--- src/rtl/weight_sram_reader.sv ---
// Streams a burst of weight words from a one-cycle-latency SRAM into a small
// output FIFO with valid/ready flow control, range checking and abort.
module weight_sram_reader #(
  parameter int FIFO_DEPTH = 4,
  parameter int MEM_WORDS  = 81920
) (
  input  logic        clk,
  input  logic        rstn,
  input  logic        start,
  input  logic        abort,
  input  logic [16:0] base_addr,
  input  logic [16:0] length,
  output logic        busy,
  output logic        done,
  output logic        err,
  output logic        out_valid,
  input  logic        out_ready,
  output logic [31:0] out_data,
  output logic        out_last,
  output logic        mem_cs,
  output logic        mem_oe,
  output logic [31:0] mem_addr,
  output logic        mem_W_req,
  output logic [31:0] mem_W_data,
  input  logic [31:0] mem_R_data
);

  localparam int AW = $clog2(FIFO_DEPTH);
  localparam int CW = AW + 1;

  typedef enum logic [1:0] {
    ST_IDLE  = 2'd0,
    ST_RUN   = 2'd1,
    ST_DRAIN = 2'd2
  } state_t;

  state_t        r_state;
  state_t        w_state_nxt;

  logic [16:0]   r_base;
  logic [16:0]   r_len;
  logic [16:0]   r_issued;
  logic [16:0]   r_captured;
  logic [16:0]   r_mem_addr;
  logic [CW-1:0] r_outstanding;
  logic [CW-1:0] r_fifo_cnt;
  logic [AW-1:0] r_wr_ptr;
  logic [AW-1:0] r_rd_ptr;
  logic [31:0]   r_fifo_data [FIFO_DEPTH];
  logic          r_fifo_last [FIFO_DEPTH];
  logic          r_mem_cs;
  logic          r_cap;
  logic          r_done;
  logic          r_err;

  logic [17:0]   w_sum;
  logic          w_pop;
  logic          w_room;
  logic          w_accept;
  logic          w_reject;
  logic          w_zero;
  logic          w_issue;
  logic          w_finish;

  assign w_sum  = {1'b0, base_addr} + {1'b0, length};
  assign w_pop  = out_valid && out_ready;
  // Outstanding counts every issued word not yet popped, so the FIFO can never overflow.
  assign w_room = (r_outstanding - CW'(w_pop)) < CW'(FIFO_DEPTH);

  // Next-state and per-cycle control decisions
  always_comb begin
    w_state_nxt = r_state;
    w_accept    = 1'b0;
    w_reject    = 1'b0;
    w_zero      = 1'b0;
    w_issue     = 1'b0;
    w_finish    = 1'b0;
    if (abort) begin
      w_state_nxt = ST_IDLE;
    end else begin
      case (r_state)
        ST_IDLE: begin
          if (start) begin
            if (w_sum > 18'(MEM_WORDS)) begin
              w_reject = 1'b1;
            end else if (length == 17'd0) begin
              w_zero = 1'b1;
            end else begin
              w_accept    = 1'b1;
              w_state_nxt = ST_RUN;
            end
          end else begin
            w_state_nxt = ST_IDLE;
          end
        end
        ST_RUN: begin
          w_issue = (r_issued != r_len) && w_room;
          if (w_pop && out_last) begin
            w_finish    = 1'b1;
            w_state_nxt = ST_IDLE;
          end else if (r_issued == r_len) begin
            w_state_nxt = ST_DRAIN;
          end else begin
            w_state_nxt = ST_RUN;
          end
        end
        ST_DRAIN: begin
          if (w_pop && out_last) begin
            w_finish    = 1'b1;
            w_state_nxt = ST_IDLE;
          end else begin
            w_state_nxt = ST_DRAIN;
          end
        end
        default: begin
          w_state_nxt = ST_IDLE;
        end
      endcase
    end
  end

  // State register
  always_ff @(posedge clk) begin
    if (!rstn) begin
      r_state <= ST_IDLE;
    end else begin
      r_state <= w_state_nxt;
    end
  end

  // Burst counters, read issue and capture pipeline; abort drops in-flight data
  always_ff @(posedge clk) begin
    if (!rstn || abort) begin
      r_base        <= 17'd0;
      r_len         <= 17'd0;
      r_issued      <= 17'd0;
      r_captured    <= 17'd0;
      r_mem_addr    <= 17'd0;
      r_outstanding <= CW'(0);
      r_mem_cs      <= 1'b0;
      r_cap         <= 1'b0;
      r_done        <= 1'b0;
      r_err         <= 1'b0;
    end else begin
      r_done <= w_zero || w_finish;
      r_err  <= w_reject;
      r_cap  <= r_mem_cs;
      if (w_accept) begin
        r_base        <= base_addr;
        r_len         <= length;
        r_issued      <= 17'd1;
        r_captured    <= 17'd0;
        r_mem_addr    <= base_addr;
        r_mem_cs      <= 1'b1;
        r_outstanding <= CW'(1);
      end else begin
        r_mem_cs      <= w_issue;
        r_outstanding <= r_outstanding + CW'(w_issue) - CW'(w_pop);
        if (w_issue) begin
          r_mem_addr <= r_base + r_issued;
          r_issued   <= r_issued + 17'd1;
        end
        if (r_cap) begin
          r_captured <= r_captured + 17'd1;
        end
      end
    end
  end

  // Output FIFO pointers and occupancy
  always_ff @(posedge clk) begin
    if (!rstn || abort) begin
      r_wr_ptr   <= AW'(0);
      r_rd_ptr   <= AW'(0);
      r_fifo_cnt <= CW'(0);
    end else begin
      if (r_cap) begin
        r_wr_ptr <= r_wr_ptr + AW'(1);
      end
      if (w_pop) begin
        r_rd_ptr <= r_rd_ptr + AW'(1);
      end
      r_fifo_cnt <= r_fifo_cnt + CW'(r_cap) - CW'(w_pop);
    end
  end

  // Output FIFO storage; the last flag is tagged when the word lands
  always_ff @(posedge clk) begin
    if (r_cap) begin
      r_fifo_data[r_wr_ptr] <= mem_R_data;
      r_fifo_last[r_wr_ptr] <= (r_captured == (r_len - 17'd1));
    end
  end

  assign busy       = (r_state != ST_IDLE);
  assign done       = r_done;
  assign err        = r_err;
  assign out_valid  = (r_fifo_cnt != CW'(0));
  assign out_data   = out_valid ? r_fifo_data[r_rd_ptr] : 32'd0;
  assign out_last   = out_valid && r_fifo_last[r_rd_ptr];
  assign mem_cs     = r_mem_cs;
  assign mem_oe     = busy;
  assign mem_addr   = {15'd0, r_mem_addr};
  assign mem_W_req  = 1'b1;
  assign mem_W_data = 32'd0;

endmodule

--- config.mk ---
export PLATFORM = sky130hd
export DESIGN_NAME = weight_sram_reader
export DESIGN_NICKNAME = d
export VERILOG_FILES = /design/src/rtl/weight_sram_reader.sv
export SDC_FILE = /design/constraint.sdc
export NUM_CORES = 1
export LEC_CHECK = 0
export CAP_MARGIN = 20
export CORE_MARGIN = 8
export CORE_UTILIZATION = 40
export CTS_CLUSTER_DIAMETER = 120
export DETAILED_ROUTE_END_ITERATION = 8
export PLACE_DENSITY = 0.61
export SKIP_CTS_REPAIR_TIMING = 1
export SLEW_MARGIN = 40
export SYNTH_ARGS = -nofsm -noshare
export SYNTH_HDL_FRONTEND = slang
export SYNTH_SLANG_ARGS = --single-unit
--- constraint.sdc ---
create_clock -name clk -period 9.6 [get_ports clk]
set_input_delay 1.44 -clock clk [delete_from_list [all_inputs] [get_ports clk]]
set_output_delay 1.44 -clock clk [all_outputs]
set_load 0.02 [all_outputs]
# Yosys cells after proc, flatten, opt, wreduce, memory -nomap -nowiden
# Memory sizes are Yosys's and may differ from the RTL's. A register that Yosys moved wholly into a read port is not among the register bits.
# Cells that the tools add are included.
[totals]
regBits = 101
latch_bits = 0
ram_bits = 132
romBits = 0
in_bits = 71
output_inout_bits = 104
word_cells = 95
n_memories = 2
[memory_table]
columns = ["memory", "words", "width", "read_ports", "rd_clocked_by_memory_dff", "wr", "line", "source"]
rows = [
  ["r_fifo_data", 4, 32, 1, 1, 1, "49", "logic [31:0] r_fifo_data [FIFO_DEPTH];"],
  ["r_fifo_last", 4, 1, 1, 1, 1, "50", "logic r_fifo_last [FIFO_DEPTH];"],
]
[classes]
n_addsub = 12
mul = 0
div_mod_pow = 0
n_lt_le_gt_ge = 2
eq_ne = 7
shifts = 0
n_mux = 36
bitwise = 3
reduce_logical = 17
[op_table]
columns = ["operator", "n"]
rows = [
  ["$add A17 B1 Y17 const B", 2],
  ["$eq A17 B17 Y1", 2],
  ["$mux W17", 2],
  ["$mux W32", 1],
  ["$mux W1", 22],
  ["$mux W2", 10],
  ["$add A17 B17 Y18", 1],
  ["$gt A18 B17 Y1 const B", 1],
  ["$add A17 B17 Y17", 1],
  ["$logic_not A17 Y1", 1],
  ["$ne A17 B17 Y1", 1],
  ["$sub A17 B1 Y17 const B", 1],
  ["$sub A3 B1 Y3", 3],
  ["$add A3 B1 Y3", 2],
  ["$ne A3 B3 Y1 const B", 2],
  ["$pmux W2 S3", 1],
  ["$reduce_or A2 Y1", 3],
  ["$add A2 B1 Y2 const B", 2],
  ["$logic_and A1 B1 Y1", 4],
  ["$reduce_bool A2 Y1", 2],
  ["$reduce_or A4 Y1", 1],
  ["$lt A3 B3 Y1 const B", 1],
  ["$not A1 Y1", 3],
  ["$reduce_bool A3 Y1", 1],
  ["other kinds (6)", 7],
]

# Longest topological paths before layout
# Gate-level depths: netlist (run 1).
[depth]
ltp_word = 10
depth_mapped = 17
depth_no_buf = 14

# Worst setup path after synthesis (run 1)
# No wires, ideal clock.
[synth_timing]
path_type = "in2reg"
from = "in base_addr[0]"
to = "reg r_issued[10]"
setup_time_ns = 0.132
arrival_time_ns = 4.273
required_time_ns = 9.468
path_slack_ns = 5.195
stages = 15
path_buffers = 3
cell_sequence = "ha_1 > inv_1 > fa_1 > nor2b_1 > o2111ai_1 > a311oi_1 > o221a_2 > o2111ai_1 > or4b_1 > nor3_2 > o21a_1 > buf_4 > buf_6 > buf_6 > nor3_1"
[synth_via]
elab_chain_len = 7
[synth_rtl]
columns = ["item", "line", "source"]
rows = [
  ["start: declaration", "11", "input logic [16:0] base_addr,"],
  ["$add A17 B17 Y18", "65", "assign w_sum = {1'b0, base_addr} + {1'b0, length};"],
  ["$gt A18 B17 Y1", "84", "if (w_sum > 18'(MEM_WORDS)) begin"],
  ["$mux W1", "84", ""],
  ["$mux W1", "83", "if (start) begin"],
  ["$mux W1", "81", "case (r_state)"],
  ["$mux W1", "78", "if (abort) begin"],
  ["$reduce_or A2 Y1 (no source line)", "n/a", ""],
  ["end signal: assignment", "161", "r_issued <= r_issued + 17'd1;"],
  ["end: declaration", "42", "logic [16:0] r_issued;"],
]
# No other way between the ends.
# A chain may end at the register's enable or synchronous reset.

# Final worst setup path (run 1)
[layout_timing]
from = "in length[0]"
to = "reg r_base[9]"
[layout_via]
elab_chain_len = 6
word_cells_on_any_way = 8
cone_classes = "add/sub: 1; order compare: 1; mux: 5; reduce/logical: 1"
[layout_rtl]
columns = ["item", "line", "source"]
rows = [
  ["start: declaration", "12", "input logic [16:0] length,"],
  ["$add A17 B17 Y18 / $logic_not A17 Y1 (equally long branches)", "65, 86", ""],
  ["$gt A18 B17 Y1 / $mux W1 (equally long branches)", "84, 86", ""],
  ["$mux W1 *", "84", ""],
  ["$mux W1 *", "83", ""],
  ["$mux W1 *", "81", ""],
  ["$mux W1 *", "78", ""],
  ["end signal: assignment", "149", "r_base <= base_addr;"],
  ["end: declaration", "40", "logic [16:0] r_base;"],
]
# Mark *: on every way between the ends. The rest lies on a longest branch, timed or not.

==> summary.md, run 1 <==
| Metric | Value |
|---|---|
| Status | `finished, final reports clean` |
| Commonest cells after routing, fill and taps aside | `edfxtp_1, clkdlybuf4s50_1, dfxtp_1` |
| Worst slew margin | `45.0%` |
| Ys Warns | `0` |
| Final nets | `1,335` |
| Worst-margin pin slew | `0.825 ns` |
| Predominant post-synthesis flop cell | `edfxtp_1` |
| # fillers | `2,803` |
| Worst Skew | `0.0112 ns` |
| Post-synthesis sequential area ratio | `48.9%` |
| Core area | `30,500 sq um` |
| Synthesized area per cell | `11.2 sq um` |
| CTS tree | `yes` |
| Arrival time at the worst endpoint | `5.42 ns` |
| Fmax | `0.198 GHz` |
| Final Hold Viols | `0` |
| Port Buf Inserts | `126` |
| Setup Viol. Count Final | `0` |
| Post-DRT Antenna Nets | `0` |
| Required @ worst endpoint | `9.97 ns` |
| H-tree Lvls | `1` |
| Initial antenna violation count | `0` |
| Vias in the first global route | `8,591` |
| CP Class | `in2reg` |
| Worst hold path type | `reg2reg` |
| Syn Inst Count | `1,105` |
| Final Core Density | `48.1%` |
| Final cell count without fillers | `1,628` |
| Multi-input combinational cell area | `5710 sq um` |
| Synth Cell Area | `12,300 sq um` |
| Wire length per cell | `18.7 um` |
| Largest net degree at the start of global routing | `78` |
| Total track usage | `16.1%` |
| TritonCTS buffer count | `26` |
| Worst skew pair latency | `0.52 ns` |
| Asr flop ratio synth | `0%` |
| Gr ovfl total | `0` |
| Placed insts | `1,580` |
| Die Y | `192 um` |
| First-pass GRT wire length | `47,600 um` |
| # IOs | `175` |
| Crit-path max FO | `46` |
| Clock Root Buffer | `clkbuf_16` |
| Area Growth Syn to Fin | `19.1%` |
| PwrDens | `164 nW/um^2` |
| Iteration-0 DRC Markers | `447` |
| Static Leakage | `5.18 nW` |
| Ant. Diodes | `0` |
| Vias after detailed routing | `8,652` |
| Crit path launch type | `input pin` |
| Longest Clk Path Bufs | `3` |
| Clock sinks | `235` |
| Cell Rows | `64` |
| Share of cells above drive strength 1 | `8.85%` |
| RSZ-0062 raised after global routing | `false` |
| EDFF count, synth | `132` |
| Via density | `5.31` |
| Min cycle time layout | `5.05 ns` |
| Final period util | `52.6%` |
| Chip Width | `192 um` |
| Initial core utilization | `40.4%` |
| Synth cell types | `68` |
| Max rail drop VDD | `0.128 mV` |
| Clk pin slew, worst setup/hold paths | `0.05 ns` |
| Total die area | `36,700 sq um` |
| Crit end category | `register` |
| DPL Wire Length | `21,400 um` |
| Max Cap Violations | `0` |
| Register area | `6030 sq um` |
| #FFs+latches synth | `235` |
| Post-route DRC violation count | `0` |
| Final TNS setup | `0 ns` |
| DR pass1 iterations | `4` |
| Most common cell after layout, fill and taps aside | `edfxtp_1` |
| GP Congestion | `0.870` |
| WL final | `30,400 um` |
| Pins over their slew limit | `0` |
==> report_power, final <==
group	internal [W]	switching, W	total (W)
Combinational	0.000117	0.000176	0.000293
Clock	0.000642	0.000388	0.00103
Sequential	0.00107	0.0000128	0.00109
==> routing by layer <==
layer / GRT usage [%] / vias to the layer above / share of wire (%) / wire (um)
li1: - / 4186 / - / -
met1: 22.0 / 4172 / 46 / 14000
met2: 25.7 / 242 / 46 / 13900
met3: 2.92 / 52 / 6.1 / 1860
met4: 4.50 / 0 / 2.2 / 677
met5: 0 / - / 0 / 0
==> worst max-delay path: stages <==
cell and delay [ns]:
clkdlybuf4s50_1 0.53, ha_1 0.22, inv_1 0.07, fa_1 0.40, nor2b_1 0.19, o2111ai_1 0.26
a311oi_1 0.47, o221a_2 0.27, o2111ai_1 0.10, or4b_1 0.57, nor3_2 0.18, o21a_4 0.31
buf_12 0.27, o21ai_0 0.12
==> stage by stage <==
stage	power, W	worst slack, ns	cell area [sq um]	hold WS (ns)
final	0.00241	4.55	14700	0.460
after floorplan	0.00131	5.20	12500	0.433
after CTS	0.00243	4.64	14700	0.461
after global placement	0.00139	3.75	13700	0.443
after detailed placement	0.00140	4.11	13800	0.447
after global routing	0.00250	4.36	14700	0.475
==> layout make-up <==
class | instances | share of cell area [%]
clock buffer | 34 | 4.99
timing repair buffer | 142 | 9.58
clock inverter | 14 | 1.15
sequential | 235 | 41.1
inverter | 38 | 0.972
tap | 396 | 3.37
multi-input combinational | 769 | 38.9
==> worst paths after layout <==
kind | startpoint | to | slack [ns] | depth (start not counted)
max | length[0] | r_base[9] | 4.55 | 14
min | r_base[0] | r_base[0] | 0.46 | 2
max reg2reg | r_fifo_cnt[1] | r_outstanding[2] | 5.61 | 16
min reg2reg | r_base[0] | r_base[0] | 0.46 | 2
==> Yosys cell counts, drive strengths merged (27+ instances only) <==
cell type,count,area [sq um]
inv,38,143
dfxtp,103,2060
nor3,58,305
o21ai,37,185
a21oi,27,135
nor2,42,158
buf,70,504
clkbuf,39,146
xnor2,52,455
mux4,33,743
mux2i,32,320
and2,41,257
edfxtp,132,3960
xor2,38,333
ha,48,601
nand2,93,349
==> registers in the layout (all words and copies together) (netlist names), 3 cells and up, named ones only <==
name	flops
r_fifo_data	128
r_base	17
r_captured	17
r_issued	17
r_len	17
r_mem_addr	17
r_fifo_last	4
r_fifo_cnt	3
r_outstanding	3
==> logic make-up (layout without fill, tap and decap cells) <==
family | Yosys count | count (layout) | share of synthesized area, %
AND/OR/NAND/NOR | 338 | 338 | 14.1
flip-flops | 235 | 235 | 48.9
AO/OA/AOI/OAI | 175 | 175 | 9.91
buffers and inverters | 147 | 228 | 6.43
XOR/XNOR | 90 | 90 | 6.39
multiplexers | 66 | 66 | 8.72
adder cells (fa/ha/maj) | 52 | 52 | 5.52
other | 2 | 48 | 0.0609
Note: power is estimated with default switching activity, not from simulation.
==> run 2, diff against run 1 <==
Settings changed: PLACE_DENSITY 0.61 to 0.63.
Clock period 9.6 ns to 4.51 ns, I/O delays scaled along.
==> summary.md, run 2 (synthesis results as in run 1) <==
| Metric | Value |
|---|---|
| Status | `finished, final reports clean` |
| # fillers | `2,728 (-2.7%)` |
| Fmax | `0.248 GHz` |
| Reg2Reg Depth | `15 (-1)` |
| DP Area | `13,900 sq um (+0.66%)` |
| Arrival time at the worst endpoint | `4.46 ns (-0.96 ns)` |
| Clock Root Buffer | `clkbuf_16` |
| Largest Register | `r_fifo_data` |
| GP Congestion | `0.869 (about the same)` |
| Static Leakage | `5.23 nW (+1.1%)` |
| Chip Width | `192 um (unchanged)` |
| Clock sinks | `235 (unchanged)` |
| Most common cell after layout, fill and taps aside | `edfxtp_1` |
| Max rail drop VDD | `0.222 mV (+73%)` |
| Final Core Density | `48.5% (+0.34 points)` |
| RSZ-0062 raised after global routing | `false` |
| Via density | `5.32 (about the same)` |
| Hold endpoint | `r_base[5]` |
| CTS tree | `yes` |
| Worst-margin pin slew | `0.790 ns (-0.0350 ns)` |
| Final nets | `1,342 (+0.52%)` |
| Initial antenna violation count | `1 (+1)` |
| Cell Rows | `64 (unchanged)` |
| Total die area | `36,700 sq um (unchanged)` |
| CP Class | `in2reg` |
| WL final | `30,200 um (-0.76%)` |
| DPL Wire Length | `21,500 um (+0.54%)` |
| Met2 routed WL | `14,000 um (+0.53%)` |
| Tightest hold margin | `0.455 ns (-0.00490 ns)` |
| Port Buf Inserts | `126 (unchanged)` |
| Ant. Diodes | `0 (unchanged)` |
| Crit path launch type | `input pin` |
| Post-DRT Antenna Nets | `0 (unchanged)` |
| TritonCTS buffer count | `25 (-3.8%)` |
| Worst hold path type | `reg2reg` |
| Final period util | `89.5%` |
| Multi-input combinational cell area | `5710 sq um (about the same)` |
| Crit-path max FO | `19 (-59%)` |
| Max Cap Violations | `0 (unchanged)` |
| DP Worst Slack | `0.0294 ns (-4.08 ns)` |
| Min cycle time layout | `4.04 ns` |
| Register area | `6030 sq um (unchanged)` |
| Setup Viol. Count Final | `0 (unchanged)` |
| Worst slew margin | `46.8% (+1.8 points)` |
| Worst R2R Setup Slack | `1.03 ns (-4.58 ns)` |
| Vias after detailed routing | `8,682 (+0.35%)` |
| CP Cell Sequence | `clkdlybuf4s50_1 > ha_1 > inv_1 > fa_1 > nor2b_1 > o2111ai_1 > a311oi_1 > o221a_2 > o2111ai_1 > or4b_1 > nor3_2 > buf_4 > o2111ai_1 > o31ai_1` |
| Largest net degree at the start of global routing | `46 (-41%)` |
| Worst skew pair latency | `0.51 ns (about the same)` |
| Most used cell, CP | `o2111ai_1` |
| Post-route DRC violation count | `0 (unchanged)` |
| Initial core utilization | `40.4% (unchanged)` |
| Clk pin slew, worst setup/hold paths | `0.06 ns (about the same)` |
| Setup slack after layout | `0.472 ns (-4.08 ns)` |
| Share of cells above drive strength 1 | `9.54% (+0.69 points)` |
| PwrDens | `346 nW/um^2 (+110%)` |
| Die Y | `192 um (unchanged)` |
| First-pass GRT wire length | `47,100 um (-0.97%)` |
| Worst reg2reg startpoint | `r_fifo_cnt[1]` |
| FF-to-FF End | `r_outstanding[2]` |
| Gr ovfl total | `0 (unchanged)` |
| M1 WL | `13,900 um (-0.51%)` |
| Longest Clk Path Bufs | `3 (unchanged)` |
| Pins over their slew limit | `0 (unchanged)` |
| Worst hold start | `r_base[5]` |
| Commonest cells after routing, fill and taps aside | `edfxtp_1, clkdlybuf4s50_1, dfxtp_1` |
| Required @ worst endpoint | `4.93 ns (-5.04 ns)` |
| Iteration-0 DRC Markers | `538 (+20%)` |
| Largest register FFs | `128 (unchanged)` |
| Vias in the first global route | `8,568 (-0.27%)` |
| Final TNS setup | `0 ns (unchanged)` |
| Final instance area | `14,800 sq um (+0.71%)` |
| Top Metal Used | `met5` |
| # IOs | `175 (unchanged)` |
| Slowest cell on the critical path | `or4b_1` |
| Hold Path Depth | `2 (unchanged)` |
| DR WL met3 | `1950 um (+4.7%)` |
| DR pass1 iterations | `5 (+1)` |
| Critical Path Max Stage Delay | `0.57 ns (about the same)` |
| Area Growth Syn to Fin | `19.9%` |
| Wire length per cell | `18.5 um (-1.1%)` |
| Crit end category | `register` |
| Final Hold Viols | `0 (unchanged)` |
| Total track usage | `15.8% (-0.21 points)` |
| Core area | `30,500 sq um (unchanged)` |
| H-tree Lvls | `1 (unchanged)` |
| Worst Skew | `0.00642 ns (-0.00482 ns)` |
==> run 2: how the worst max path moves through the flow <==
stage          depth (start not counted)  slack [ns]    startpoint       endpoint
6_report                              14        0.47  base_addr[0]  r_mem_addr[9]
3_3_place_gp                          14        0.13  base_addr[0]      r_len[12]
3_5_place_dp                          14        0.03  base_addr[0]      r_base[9]
4_1_cts                               14        0.55  base_addr[0]  r_mem_addr[9]
5_1_grt                               14        0.17  base_addr[0]      r_base[9]
2_1_floorplan                         15        0.87  base_addr[0]   r_issued[10]
==> run 2: area by class of cell <==
cell class,count,share of cell area (%)
Timing Repair Buffer,150,10.3
Inverter,38,0.965
Clock inverter,8,0.804
Clock buffer,37,5.22
Tap cell,396,3.35
Multi-Input combinational cell,769,38.6
Sequential cell,235,40.8
==> run 2: through the flow <==
stage | power (W) | std cells
2_1_floorplan | 0.00279 | 1151
3_3_place_gp | 0.00298 | 1587
3_5_place_dp | 0.00298 | 1587
4_1_cts | 0.00515 | 1632
5_1_grt | 0.00530 | 1633
6_report | 0.00511 | 1633
==> run 2: power by group <==
group	total, W	switching, W	internal [W]	leakage, nW
clock network	0.00217	0.000814	0.00135	0.444
registers	0.00231	0.0000282	0.00228	2.02
logic	0.000630	0.000367	0.000263	2.77
==> run 2: critical path, delay by kind of cell <==
kind            cells  cell delay, ns
fa+ha+maj           2            0.60
compound gates      6            1.36
simple gates        3            0.93
buf+inv             3            0.88
==> run 2: layer usage <==
metal | up-vias | global-route usage (%)
li1 | 4204 | -
met1 | 4211 | 21.8
met2 | 232 | 26.1
met3 | 33 | 2.80
met4 | 2 | 2.81
met5 | - | 0
==> run 3, diff against run 2 <==
Settings changed: CAP_MARGIN 20 to default.
==> results of run 3 <==
Final layout, timing and power as in run 2 (identical DEF).
